$ cat src/rtl/elink_pkg.sv
// Shared codes, sizes, state type and byte helpers for the 2-bit e-link frame transmitter.
// ELINK_TX_CRC8_EN adds the ST_CRC state used when a CRC-8 trailer byte is framed.
package elink_pkg;

   localparam logic [7:0] IDLE_CODE = 8'hBC;
   localparam logic [7:0] SOP_CODE  = 8'h3C;
   localparam logic [7:0] EOP_CODE  = 8'hDC;
   localparam logic [7:0] ESC_CODE  = 8'h7D;
   localparam logic [7:0] ESC_XOR   = 8'h20;

   localparam int MSG_BITS      = 76;
   localparam int PAYLOAD_BYTES = (MSG_BITS + 7) / 8;

   // The state names the byte currently on the wire.
   typedef enum logic [2:0] {
      ST_IDLE = 3'd0,
      ST_SOP  = 3'd1,
      ST_DATA = 3'd2,
      ST_ESC  = 3'd3,
`ifdef ELINK_TX_CRC8_EN
      ST_CRC  = 3'd4,
`endif
      ST_EOP  = 3'd5
   } tx_state_t;

   // CRC-8, polynomial 0x07, MSB first, one byte per call.
   function automatic logic [7:0] crc8_upd(input logic [7:0] crc, input logic [7:0] data);
      logic [7:0] c;
      c = crc ^ data;
      for (int i = 0; i < 8; i++) begin
         c = c[7] ? ((c << 1) ^ 8'h07) : (c << 1);
      end
      return c;
   endfunction

   function automatic logic is_kcode(input logic [7:0] data);
      return (data == IDLE_CODE) || (data == SOP_CODE) ||
             (data == EOP_CODE)  || (data == ESC_CODE);
   endfunction

endpackage

$ cat src/rtl/elink_2bit_serializer.sv
// Byte-to-2-bit serializer: a free-running phase counter shifts the current byte out MSB pair
// first and loads load_byte on the last phase, so it appears on the very next cycle.
module elink_2bit_serializer
   import elink_pkg::*;
(
   input  logic       clk,
   input  logic       rst,
   input  logic [7:0] load_byte,
   output logic [1:0] tx_elink2bit,
   output logic       byte_last
);

   logic [1:0] phase_reg;
   logic [7:0] shift_reg;

   always_ff @(posedge clk) begin
      if (rst) begin
         phase_reg <= 2'd0;
         shift_reg <= IDLE_CODE;
      end else begin
         phase_reg <= phase_reg + 2'd1;
         if (phase_reg == 2'd3) begin
            shift_reg <= load_byte;
         end else begin
            shift_reg <= {shift_reg[5:0], 2'b00};
         end
      end
   end

   assign tx_elink2bit = shift_reg[7:6];
   assign byte_last    = (phase_reg == 2'd3);

endmodule

$ cat src/rtl/elink_2bit_frame_tx.sv
// E-link downlink transmitter: captures one message, frames it as SOP/payload/EOP with byte
// stuffing and streams IDLE in between. ELINK_TX_CRC8_EN appends a stuffed CRC-8 before EOP.
module elink_2bit_frame_tx
   import elink_pkg::*;
#(
   parameter int MSG_W = 76,
   parameter int CNT_W = 16
) (
   input  logic             clk,
   input  logic             rst,
   input  logic             msg_valid,
   output logic             msg_ready,
   input  logic [MSG_W-1:0] msg_data,
   output logic [1:0]       tx_elink2bit,
   output logic             busy,
   output logic             frame_done,
   output logic [CNT_W-1:0] frame_cnt
);

   localparam int NBYTES = (MSG_W + 7) / 8;
   localparam int PAD_W  = NBYTES * 8;
`ifdef ELINK_TX_CRC8_EN
   localparam int NSTUFF = NBYTES + 1;
`else
   localparam int NSTUFF = NBYTES;
`endif
   localparam int IDX_W = $clog2(NSTUFF + 1);
   localparam logic [IDX_W-1:0] PAY_END  = IDX_W'(NBYTES);
   localparam logic [IDX_W-1:0] LAST_IDX = IDX_W'(NSTUFF);

   tx_state_t        state_reg, state_next;
   logic [IDX_W-1:0] idx_reg, idx_next;
   logic [MSG_W-1:0] msg_reg;
   logic [CNT_W-1:0] frame_cnt_reg;
   logic [PAD_W-1:0] padded;
   logic [7:0]       pay_bytes [NBYTES];
   logic [7:0]       cur_byte;
   logic [7:0]       load_byte;
   logic             byte_last;
   logic             capture;
   logic             commit;

   // Payload byte 0 carries the zero-padded top bits of the message.
   assign padded = PAD_W'(msg_reg);

   generate
      for (genvar gi = 0; gi < NBYTES; gi++) begin : g_pay
         assign pay_bytes[gi] = padded[PAD_W-1-8*gi -: 8];
      end
   endgenerate

`ifdef ELINK_TX_CRC8_EN
   logic [7:0] crc_reg, crc_next;
   logic       is_crc_slot;

   assign is_crc_slot = (idx_reg == PAY_END);

   always_comb begin
      crc_next = crc_reg;
      if (capture) begin
         crc_next = 8'h00;
      end else if (commit && !is_crc_slot) begin
         crc_next = crc8_upd(crc_reg, cur_byte);
      end
   end

   always_ff @(posedge clk) begin
      if (rst) begin
         crc_reg <= 8'h00;
      end else begin
         crc_reg <= crc_next;
      end
   end
`endif

   // Unstuffed value of the next payload (or CRC) slot.
   always_comb begin
      cur_byte = 8'h00;
      if (idx_reg < PAY_END) begin
         cur_byte = pay_bytes[idx_reg];
      end
`ifdef ELINK_TX_CRC8_EN
      else begin
         cur_byte = crc_reg;
      end
`endif
   end

   // Decisions are made on the last phase of the byte on the wire; the chosen byte is loaded then.
   always_comb begin
      state_next = state_reg;
      idx_next   = idx_reg;
      load_byte  = IDLE_CODE;
      capture    = 1'b0;
      commit     = 1'b0;
      if (byte_last) begin
         case (state_reg)
            ST_IDLE: begin
               if (msg_valid) begin
                  load_byte  = SOP_CODE;
                  state_next = ST_SOP;
                  idx_next   = '0;
                  capture    = 1'b1;
               end
            end
            ST_ESC: begin
               load_byte = cur_byte ^ ESC_XOR;
               commit    = 1'b1;
            end
            ST_EOP: begin
               load_byte  = IDLE_CODE;
               state_next = ST_IDLE;
            end
            default: begin
               if (idx_reg == LAST_IDX) begin
                  load_byte  = EOP_CODE;
                  state_next = ST_EOP;
               end else if (is_kcode(cur_byte)) begin
                  load_byte  = ESC_CODE;
                  state_next = ST_ESC;
               end else begin
                  load_byte = cur_byte;
                  commit    = 1'b1;
               end
            end
         endcase
         if (commit) begin
            idx_next   = idx_reg + 1'b1;
            state_next = ST_DATA;
`ifdef ELINK_TX_CRC8_EN
            if (is_crc_slot) begin
               state_next = ST_CRC;
            end
`endif
         end
      end
   end

   always_ff @(posedge clk) begin
      if (rst) begin
         state_reg     <= ST_IDLE;
         idx_reg       <= '0;
         msg_reg       <= '0;
         frame_cnt_reg <= '0;
      end else begin
         state_reg <= state_next;
         idx_reg   <= idx_next;
         if (capture) begin
            msg_reg <= msg_data;
         end
         if (frame_done) begin
            frame_cnt_reg <= frame_cnt_reg + 1'b1;
         end
      end
   end

   assign msg_ready  = (state_reg == ST_IDLE) && byte_last;
   assign busy       = (state_reg != ST_IDLE);
   assign frame_done = (state_reg == ST_EOP) && byte_last;
   assign frame_cnt  = frame_cnt_reg;

   elink_2bit_serializer u_ser (
      .clk          (clk),
      .rst          (rst),
      .load_byte    (load_byte),
      .tx_elink2bit (tx_elink2bit),
      .byte_last    (byte_last)
   );

endmodule

$ cat config.mk
export PLATFORM = sky130hd
export DESIGN_NAME = elink_2bit_frame_tx
export DESIGN_NICKNAME = d
export VERILOG_FILES = /design/src/rtl/elink_pkg.sv /design/src/rtl/elink_2bit_serializer.sv /design/src/rtl/elink_2bit_frame_tx.sv
export SDC_FILE = /design/constraint.sdc
export NUM_CORES = 1
export LEC_CHECK = 0
export BUFFER_PORTS_ARGS = -buffer_cell sky130_fd_sc_hd__buf_2
export CAP_MARGIN = 20
export CELL_PAD_IN_SITES_DETAIL_PLACEMENT = 0
export CELL_PAD_IN_SITES_GLOBAL_PLACEMENT = 1
export CORE_ASPECT_RATIO = 2
export CORE_MARGIN = 2
export CORE_UTILIZATION = 37
export DETAILED_ROUTE_END_ITERATION = 12
export PLACE_DENSITY = 0.77
export SYNTH_ARGS = -nofsm -noshare
export SYNTH_HDL_FRONTEND = slang
export SYNTH_SLANG_ARGS = --single-unit
$ cat constraint.sdc
create_clock -name clk -period 3.1 [get_ports clk]
set_clock_uncertainty 0.2 [all_clocks]
set_input_delay 0 -clock clk [delete_from_list [all_inputs] [get_ports clk]]
set_output_delay 0 -clock clk [all_outputs]
set_load 0.05 [all_outputs]
==> run summary, run 1 <==
total CTS buffers -> 9
Slowest-stage cell, CP -> mux4_1
sequential element share of the synthesized area -> 44.2%
Mapped Nets -> 671
CTS tree -> yes
fmax -> 0.345 GHz
worst path cell trace -> buf_6 -> mux4_1 -> a22oi_1 -> o21ai_0 -> or2_2 -> o22ai_1 -> o22ai_2 -> mux2_2
number of flops mapped to enable cells by yosys -> 0
Distinct cells, synth -> 57
Starting Density -> 38.0%
Die X -> 85.7 µm
Post-DRT Antenna Nets -> 0
vias in the first global route -> 4,702
initial drt markers -> 270
Core Util, Final -> 52.3%
Synth Register Bits -> 109
final net count -> 849
vias per cell -> 5.12
hpwl dp -> 10.3 mm
Crit Path Max Fanout -> 11
num rows -> 59
delay-heaviest family, CP -> multiplexers
Worst-Margin Slew -> 0.749 ns
CP Class -> flip-flop to flip-flop
first drt pass iteration count -> 5
Critical Path AT -> 2.94 ns
worst skew pair latency -> 0.35 ns
Final WS setup -> 0.201 ns
static leakage -> 2.68 nW
grt ovf -> 0
Reg clk slew, reported paths -> 0.07 ns
ANT cells -> 0
CP required -> 3.14 ns
Reg2Reg Setup Slack -> 0.20 ns
Post-Syn Area -> 4940 µm²
Max transition margin -> 50.1%
gr usage total -> 20.7%
CP peak stage delay -> 0.59 ns
Critical Path End Type -> flip-flop
commonest non-fill, non-tap cell in the layout -> nand2_1
outcome -> completed
Via Count -> 4,725
Final Cycle Share -> 93.5%
Max IR drop VDD -> 362 µV
setup TNS -> 0 ns
DRC -> 0
Area Growth Syn to Fin -> 37.6%
number of max-cap violations -> 0
Final Max Slew Viols -> 0
Clock Sinks -> 109
final setup fails -> 0
Mean Syn Cell Area -> 8.40 µm²
Most used DFF post-synth -> dfxtp_1
dpl ws -> 0.100 ns
max FFs per register -> 76
Detailed Route WL -> 14.4 mm
power per cell area -> 425 nW/µm²
largest net degree at the start of global routing -> 80
RSZ-0062 raised after global routing -> false
initial antenna violation count -> 1
nature of the critical path startpoint -> flip-flop
GP Congestion -> 0.867
asr flop ratio synth -> 0%
PortBufs -> 99
Die H -> 167 µm
CP bufs+invs -> 1
Ports -> 100
Max Buffers Root-to-Sink -> 2
die area -> 14,300 µm²
fin crit period -> 2.90 ns
Worst Hold Class -> input pin to flip-flop
H-tree levels -> 3
Routed wire per std cell -> 15.6 µm
layout cell share with drive strength beyond 1 -> 20.0%
clk root buf -> clkbuf_16
Post-CTS Setup Repair Bufs -> 0
final hold violation count -> 0
YS warnings -> 0
CORE AREA -> 13,000 µm²
commonest cells after routing, fill and taps aside -> nand2_1, dfxtp_1, buf_2
first-pass GRT wire length -> 23.1 mm
Cells after Synth -> 588
synthesized netlist by cell type (7+ instances only):
library cell / instances / share of area, %
nand2_1: 176 / 13
dfxtp_1: 109 / 44
a21oi_1: 82 / 8.3
nor2_1: 33 / 2.5
clkbuf_1: 28 / 2.1
mux2i_1: 16 / 3.2
xor2_1: 13 / 2.3
nor3_1: 10 / 1.0
mux4_1: 9 / 4.8
nor2b_1: 7 / 0.89
or3_1: 7 / 0.89
kinds of logic (layout without fill, tap and decap cells):
group,count (synthesis),after routing,share of synthesized area (%)
and+or+nand+nor,261,261,22.7
AOI/OAI and AO/OA,118,118,13.9
DFF,109,109,44.2
buffers and inverters,48,231,5.32
muxes,32,32,10.1
xor gates and xnor gates,16,16,2.84
adders and majority gates,4,4,1.01
where the power goes:
group          total, mW  internal, mW  switching, mW
clock network       1.19         0.643          0.549
logic              0.255         0.140          0.115
registers           1.44          1.43         0.0167
total               2.89          2.21          0.680
path summary, 6_finish.rpt:
| path | startpoint | end | depth (start not counted) |
|---|---|---|---|
| setup / recovery | idx_reg[0] | idx_reg[0] | 8 |
| hold / removal | msg_valid | msg_reg[0] | 5 |
| setup reg to reg | idx_reg[0] | idx_reg[0] | 8 |
| hold reg to reg | u_ser.phase_reg[0] | u_ser.phase_reg[0] | 1 |
what timing repair did:
action                                  4_1_cts  5_1_grt
resized for setup                             0        6
endpoints found under the setup margin        0        3
hold endpoints to repair                     94        0
hold buffers                                 93        0
stage by stage:
stage / instances / total power [mW] / cell area (µm²) / hold slack, ns
finish: 923 / 2.89 / 6790 / 0.149
detailed placement: 814 / 1.65 / 5540 / 0.0474
CTS: 923 / 2.91 / 6780 / 0.145
global route: 923 / 3.00 / 6790 / 0.197
global placement: 814 / 1.65 / 5540 / 0.0465
floorplan: 588 / 1.57 / 4940 / -0.0640
routing by layer:
metal	up-vias	global-route usage, %	routed length [µm]
met4	0	10.8	637
li1	2363	-	-
met2	125	40.7	8320
met3	35	2.46	410
met1	2202	20.1	5020
met5	-	0	0
final cells by class:
class                      instances  area [µm²]
multi-input combinational        431        2510
inverter                           5        18.8
clock inverter                     6        80.1
fill                            1233        6200
sequential                       109        2180
tap                              152         190
timing repair buffer             210        1580
clock buffer                      10         229
worst reg2reg max path, stage by stage (launching register included):
cell,delay (ns)
dfxtp_2,0.39
buf_6,0.20
mux4_1,0.59
a22oi_1,0.21
o21ai_0,0.19
or2_2,0.33
o22ai_1,0.24
o22ai_2,0.16
mux2_2,0.29
No activity file was read; power rests on OpenSTA's default activity.
==> inputs of run 2 (changes only) <==
--- a/config.mk
+++ b/config.mk
@@ -14,6 +14,7 @@
 export CORE_UTILIZATION = 37
 export DETAILED_ROUTE_END_ITERATION = 12
 export PLACE_DENSITY = 0.77
+export REMOVE_ABC_BUFFERS = 1
 export SYNTH_ARGS = -nofsm -noshare
 export SYNTH_HDL_FRONTEND = slang
 export SYNTH_SLANG_ARGS = --single-unit
==> run summary, run 2 (synthesized netlist as in run 1, its figures left out) <==
area of the multi-input gates -> 2520 µm² (was 2510 µm²)
Die H -> 167 µm (unchanged)
static leakage -> 2.72 nW (was 2.68 nW)
die area -> 14,300 µm² (unchanged)
total CTS buffers -> 9 (unchanged)
number of max-cap violations -> 0 (unchanged)
metal2 WL -> 7.71 mm (was 8.32 mm)
largest net degree at the start of global routing -> 80 (unchanged)
CTS tree -> yes (unchanged)
fmax -> 0.336 GHz (was 0.345 GHz)
clock share of power -> 44.4% (was 41.2%)
first drt pass iteration count -> 4 (was 5)
Reg area -> 2190 µm² (was 2180 µm²)
Die X -> 85.7 µm (unchanged)
num rows -> 59 (unchanged)
initial antenna violation count -> 0 (was 1)
switching share of power -> 21.7% (was 23.5%)
Reg clk slew, reported paths -> 0.07 ns (about the same)
first-pass GRT wire length -> 21.6 mm (was 23.1 mm)
setup TNS -> 0 ns (unchanged)
max FFs per register -> 76 (unchanged)
Post-DRT Antenna Nets -> 0 (unchanged)
initial drt markers -> 211 (was 270)
total power -> 3.04 mW (was 2.89 mW)
final setup fails -> 0 (unchanged)
Ports -> 100 (unchanged)
Final WS setup -> 0.127 ns (was 0.201 ns)
Final Cycle Share -> 95.9% (was 93.5%)
grt ovf -> 0 (unchanged)
worst skew pair latency -> 0.35 ns (about the same)
vias per cell -> 5.02 (was 5.12)
met3 wire len -> 323 µm (was 410 µm)
Detailed Route WL -> 13.3 mm (was 14.4 mm)
power per cell area -> 442 nW/µm² (was 425 nW/µm²)
Post-CTS Setup Repair Bufs -> 0 (unchanged)
delay-heaviest family, CP -> simple AND/OR/NAND/NOR gates (was multiplexers)
dpl ws -> -0.113 ns (was 0.100 ns)
routed length on met1 -> 4.97 mm (was 5.02 mm)
Routed wire per std cell -> 14.4 µm (was 15.6 µm)
hpwl dp -> 8.91 mm (was 10.3 mm)
RSZ-0062 raised after global routing -> false (unchanged)
CP Class -> flip-flop to flip-flop (unchanged)
Worst Hold Class -> input pin to flip-flop (unchanged)
final net count -> 851 (was 849)
fin crit period -> 2.97 ns (was 2.90 ns)
sequential share of power -> 47.3% (was 49.9%)
Critical Path AT -> 3.04 ns (was 2.94 ns)
Starting Density -> 38.0% (unchanged)
outcome -> completed (unchanged)
gr usage total -> 18.9% (was 20.7%)
Final Max Slew Viols -> 0 (unchanged)
clk root buf -> clkbuf_16 (unchanged)
Highest Signal Layer -> met4 (unchanged)
Crit Path Max Fanout -> 6 (was 11)
Slowest-stage cell, CP -> mux4_1 (unchanged)
CP required -> 3.17 ns (was 3.14 ns)
vias in the first global route -> 4,746 (was 4,702)
Max Buffers Root-to-Sink -> 2 (unchanged)
Via Count -> 4,648 (was 4,725)
CP bufs+invs -> 0 (was 1)
Int Pwr -> 2.38 mW (was 2.21 mW)
Max transition margin -> 48.7% (was 50.1%)
nature of the critical path startpoint -> flip-flop (unchanged)
layout cell share with drive strength beyond 1 -> 20.3% (was 20.0%)
H-tree levels -> 3 (unchanged)
CORE AREA -> 13,000 µm² (unchanged)
commonest non-fill, non-tap cell in the layout -> nand2_1 (unchanged)
Logic pwr share -> 8.3% (was 8.8%)
final hold violation count -> 0 (unchanged)
ANT cells -> 0 (unchanged)
Critical Path End Type -> flip-flop (unchanged)
Filler Cell Count -> 1,259 (was 1,233)
CP peak stage delay -> 0.60 ns (was 0.59 ns)
Clock Sinks -> 109 (unchanged)
PortBufs -> 99 (unchanged)
GP Congestion -> 0.900 (was 0.867)
final hold slack -> 0.160 ns (was 0.149 ns)
commonest cells after routing, fill and taps aside -> nand2_1, dfxtp_1, buf_2 (unchanged)
Area Growth Syn to Fin -> 39.5% (was 37.6%)
worst path cell trace -> mux4_1 -> a22oi_2 -> o21ai_1 -> or4_4 -> nand2b_4 -> or4b_1 -> a31oi_1 (was buf_6 -> mux4_1 -> a22oi_1 -> o21ai_0 -> or2_2 -> o22ai_1 -> o22ai_2 -> mux2_2)
sw power -> 660 µW (was 680 µW)
Max IR drop VDD -> 419 µV (was 362 µV)
DRC -> 0 (unchanged)
Worst-Margin Slew -> 0.769 ns (was 0.749 ns)
run 2: changes by cell type in the layout (fill, tap and decap cells not counted), sizes merged:
cell	previous run	this run
buf	117	118
bufinv	1	3
clkinvlp	1	0
dlygate4sd3	93	94
inv	8	7
run 2: worst min-delay path: stages:
cell     delay, ns
buf_2         0.11
and2_2        0.18
buf_12        0.21
nand2_1       0.10
a21oi_1       0.05
run 2: per-stage QoR:
step	cell area (µm²)	instances	util, %
floorplan	4690	545	-
global placement	5570	815	42.8
detailed placement	5570	815	42.8
CTS	6870	925	52.9
global route	6890	925	53.0
finish	6890	925	53.0
run 2: area by class of cell:
type,count,share of cell area (%)
Sequential cell,109,31.8
Clock inverter,6,1.69
Multi-Input combinational cell,431,36.5
Timing Repair Buffer,212,23.5
Inverter,5,0.272
Tap cell,152,2.76
Clock buffer,10,3.47
run 2: timing repair:
action,in CTS,in global routing
pin swaps,0,0
hold buffers,94,0
setup endpoints to repair,3,6
gates resized for setup,2,5
endpoints found under the hold margin,92,0
run 2: worst paths after layout:
| path | end | cells after the start | slack (ns) | startpoint |
|---|---|---|---|---|
| worst max register to register | u_ser.shift_reg[6] | 7 | 0.13 | idx_reg[0] |
| worst min-delay path | msg_reg[63] | 5 | 0.16 | msg_valid |
| worst min register to register | u_ser.phase_reg[0] | 1 | 0.23 | u_ser.phase_reg[0] |
| worst max-delay path | u_ser.shift_reg[6] | 7 | 0.13 | idx_reg[0] |
run 2: power groups by stage:
stage / Clock [mW] / Sequential, mW / Combinational, mW
4_1_cts: 1.38 / 1.44 / 0.251
3_3_place_gp: 0 / 1.47 / 0.167
3_5_place_dp: 0 / 1.47 / 0.171
6_report: 1.35 / 1.44 / 0.253
5_1_grt: 1.43 / 1.44 / 0.278
2_1_floorplan: 0 / 1.48 / 0.0679
run 2: per-layer routing:
metal	global-route usage (%)	vias up
li1	-	2362
met1	18.4	2158
met2	38.1	101
met3	2.37	27
met4	7.94	0
met5	0	-
==> inputs of run 3 (changes only) <==
--- a/config.mk
+++ b/config.mk
@@ -11,9 +11,10 @@
 export CELL_PAD_IN_SITES_GLOBAL_PLACEMENT = 1
 export CORE_ASPECT_RATIO = 2
 export CORE_MARGIN = 2
-export CORE_UTILIZATION = 37
+export CORE_UTILIZATION = 38
+export CTS_BUF_LIST = sky130_fd_sc_hd__clkbuf_8
 export DETAILED_ROUTE_END_ITERATION = 12
-export PLACE_DENSITY = 0.77
+export PLACE_DENSITY = 0.79
 export REMOVE_ABC_BUFFERS = 1
 export SYNTH_ARGS = -nofsm -noshare
 export SYNTH_HDL_FRONTEND = slang
==> run summary, run 3 (synthesized netlist as in run 1, its figures left out) <==
Area Growth Syn to Fin -> 37.3% (was 39.5%)
CP Class -> flip-flop to flip-flop (unchanged)
Logic pwr share -> 10.0% (was 8.3%)
Worst-Margin Slew -> 0.781 ns (was 0.769 ns)
grt ovf -> 0 (unchanged)
RSZ-0062 raised after global routing -> false (unchanged)
Final Cycle Share -> 95.2% (was 95.9%)
initial drt markers -> 176 (was 211)
placed cells -> 816 (was 815)
CP required -> 3.17 ns (about the same)
outcome -> completed (unchanged)
CTS tree -> yes (unchanged)
total CTS buffers -> 9 (unchanged)
first-pass GRT wire length -> 20.5 mm (was 21.6 mm)
final setup fails -> 0 (unchanged)
worst skew pair latency -> 0.38 ns (was 0.35 ns)
CP Launch Point -> idx_reg[0] (unchanged)
Starting Density -> 38.4% (was 38.0%)
number of max-cap violations -> 0 (unchanged)
max FFs per register -> 76 (unchanged)
Post-DRT Antenna Nets -> 0 (unchanged)
sequential share of power -> 56.1% (was 47.3%)
hold endpoint -> msg_reg[52] (was msg_reg[63])
Max Buffers Root-to-Sink -> 2 (unchanged)
PortBufs -> 99 (unchanged)
reg2reg path depth -> 7 (unchanged)
Critical Path AT -> 3.02 ns (was 3.04 ns)
Routed wire per std cell -> 13.2 µm (was 14.4 µm)
Worst Hold Class -> input pin to flip-flop (unchanged)
Detailed Route WL -> 12.3 mm (was 13.3 mm)
Reg clk slew, reported paths -> 0.10 ns (was 0.07 ns)
gr usage total -> 17.7% (was 18.9%)
num rows -> 59 (unchanged)
CORE AREA -> 12,800 µm² (was 13,000 µm²)
GP Congestion -> 0.808 (was 0.900)
FF-to-FF Start -> idx_reg[0] (unchanged)
power per cell area -> 379 nW/µm² (was 442 nW/µm²)
clock share of power -> 33.9% (was 44.4%)
sw power -> 619 µW (was 660 µW)
Post-DP Area -> 5560 µm² (was 5570 µm²)
Min-Delay Path Depth -> 5 (unchanged)
switching share of power -> 24.1% (was 21.7%)
Ports -> 100 (unchanged)
hpwl dp -> 8.23 mm (was 8.91 mm)
commonest non-fill, non-tap cell in the layout -> nand2_1 (unchanged)
dpl ws -> -0.0844 ns (was -0.113 ns)
final cell count without fillers -> 933 (was 925)
FF-to-FF End -> idx_reg[0] (was u_ser.shift_reg[6])
die area -> 14,000 µm² (was 14,300 µm²)
Int Pwr -> 1.95 mW (was 2.38 mW)
Crit Path Max Fanout -> 8 (was 6)
Clock Sinks -> 109 (unchanged)
Max transition margin -> 48.0% (was 48.7%)
H-tree levels -> 3 (unchanged)
DRC -> 0 (unchanged)
clk root buf -> clkbuf_8 (was clkbuf_16)
Min-Delay Startpoint -> msg_valid (unchanged)
Final WS setup -> 0.150 ns (was 0.127 ns)
fmax -> 0.339 GHz (was 0.336 GHz)
Die X -> 84.6 µm (was 85.7 µm)
Final Max Slew Viols -> 0 (unchanged)
Critical Path End Type -> flip-flop (unchanged)
commonest cells after routing, fill and taps aside -> nand2_1, dfxtp_1, dlygate4sd3_1 (was nand2_1, dfxtp_1, buf_2)
vias in the first global route -> 4,539 (was 4,746)
Reg2Reg Setup Slack -> 0.15 ns (was 0.13 ns)
post-route design area -> 6780 µm² (was 6890 µm²)
final hold violation count -> 0 (unchanged)
static leakage -> 2.69 nW (was 2.72 nW)
vias per cell -> 4.96 (was 5.02)
ANT cells -> 0 (unchanged)
Die H -> 165 µm (was 167 µm)
fin crit period -> 2.95 ns (was 2.97 ns)
Max IR drop VDD -> 246 µV (was 419 µV)
final net count -> 859 (was 851)
layout cell share with drive strength beyond 1 -> 19.7% (was 20.3%)
largest net degree at the start of global routing -> 76 (was 80)
initial antenna violation count -> 0 (unchanged)
nature of the critical path startpoint -> flip-flop (unchanged)
Via Count -> 4,624 (was 4,648)
first drt pass iteration count -> 4 (unchanged)
## run 3: changes by cell type in the layout (fill, tap and decap cells not counted), moves of 2 or more
cell           before  now
clkbuf_8            1    9
clkbuf_16           9    0
bufinv_16           3    1
dlygate4sd3_1      94  101
buf_4              17   19
## run 3: stage by stage
step | utilization, % | hold slack [ns] | total power, mW | TNS (ns)
after global placement | 43.3 | 0.0435 | 1.65 | 0
after CTS | 52.8 | 0.00121 | 2.60 | 0
after detailed placement | 43.3 | 0.0469 | 1.65 | -0.0844
after global routing | 52.8 | 0.0352 | 2.67 | 0
final | 52.8 | 0.0219 | 2.57 | 0
after floorplan | - | -0.133 | 1.54 | -70.62
## run 3: power groups by stage
stage               clock, mW  sequential, mW  combinational (mW)
finish                  0.870            1.44               0.258
global route            0.945            1.44               0.285
CTS                     0.902            1.44               0.257
detailed placement          0            1.47               0.175
global placement            0            1.47               0.173
floorplan                   0            1.48              0.0679
## run 3: worst max-delay path by stage
| stage | endpoint | slack [ns] | cells after the start |
|---|---|---|---|
| after global routing | idx_reg[0] | 0.02 | 8 |
| after detailed placement | idx_reg[0] | -0.08 | 8 |
| final | idx_reg[0] | 0.15 | 7 |
| after CTS | idx_reg[0] | 0.09 | 7 |
| after floorplan | idx_reg[2] | -1.02 | 7 |
| after global placement | idx_reg[0] | 0.06 | 8 |
## run 3: timing repair
| action | 4_1_cts | 5_1_grt |
|---|---|---|
| hold buffers | 101 | 0 |
| resized for setup | 1 | 1 |
| setup endpoints to repair | 1 | 2 |
| setup buffers | 0 | 0 |
| endpoints found under the hold margin | 87 | 0 |
## run 3: layout make-up
cell class | instances | area (µm²)
Inverter | 5 | 18.8
Multi-Input combinational cell | 431 | 2500
Clock inverter | 7 | 73.8
Sequential cell | 109 | 2190
Clock buffer | 9 | 124
Timing Repair Buffer | 220 | 1680
Tap cell | 152 | 190
Fill cell | 1245 | 6060
## run 3: metal layers
metal / up-vias / wire, µm / share of wire (%) / GRT usage, %
met3: 20 / 455 / 3.7 / 3.18
met2: 105 / 6050 / 49 / 30.4
met5: - / 0 / 0 / 0
met4: 0 / 246 / 2.0 / 6.13
met1: 2118 / 5530 / 45 / 22.2
li1: 2381 / - / - / -
## run 3: worst max-delay path, cell delays in order (launching register included)
cell and delay [ns]:
dfxtp_4 0.43, mux4_2 0.53, a22oi_2 0.19, o21ai_1 0.10, or4_4 0.57, a31oi_1 0.35, o22ai_1 0.18, mux2_2 0.29
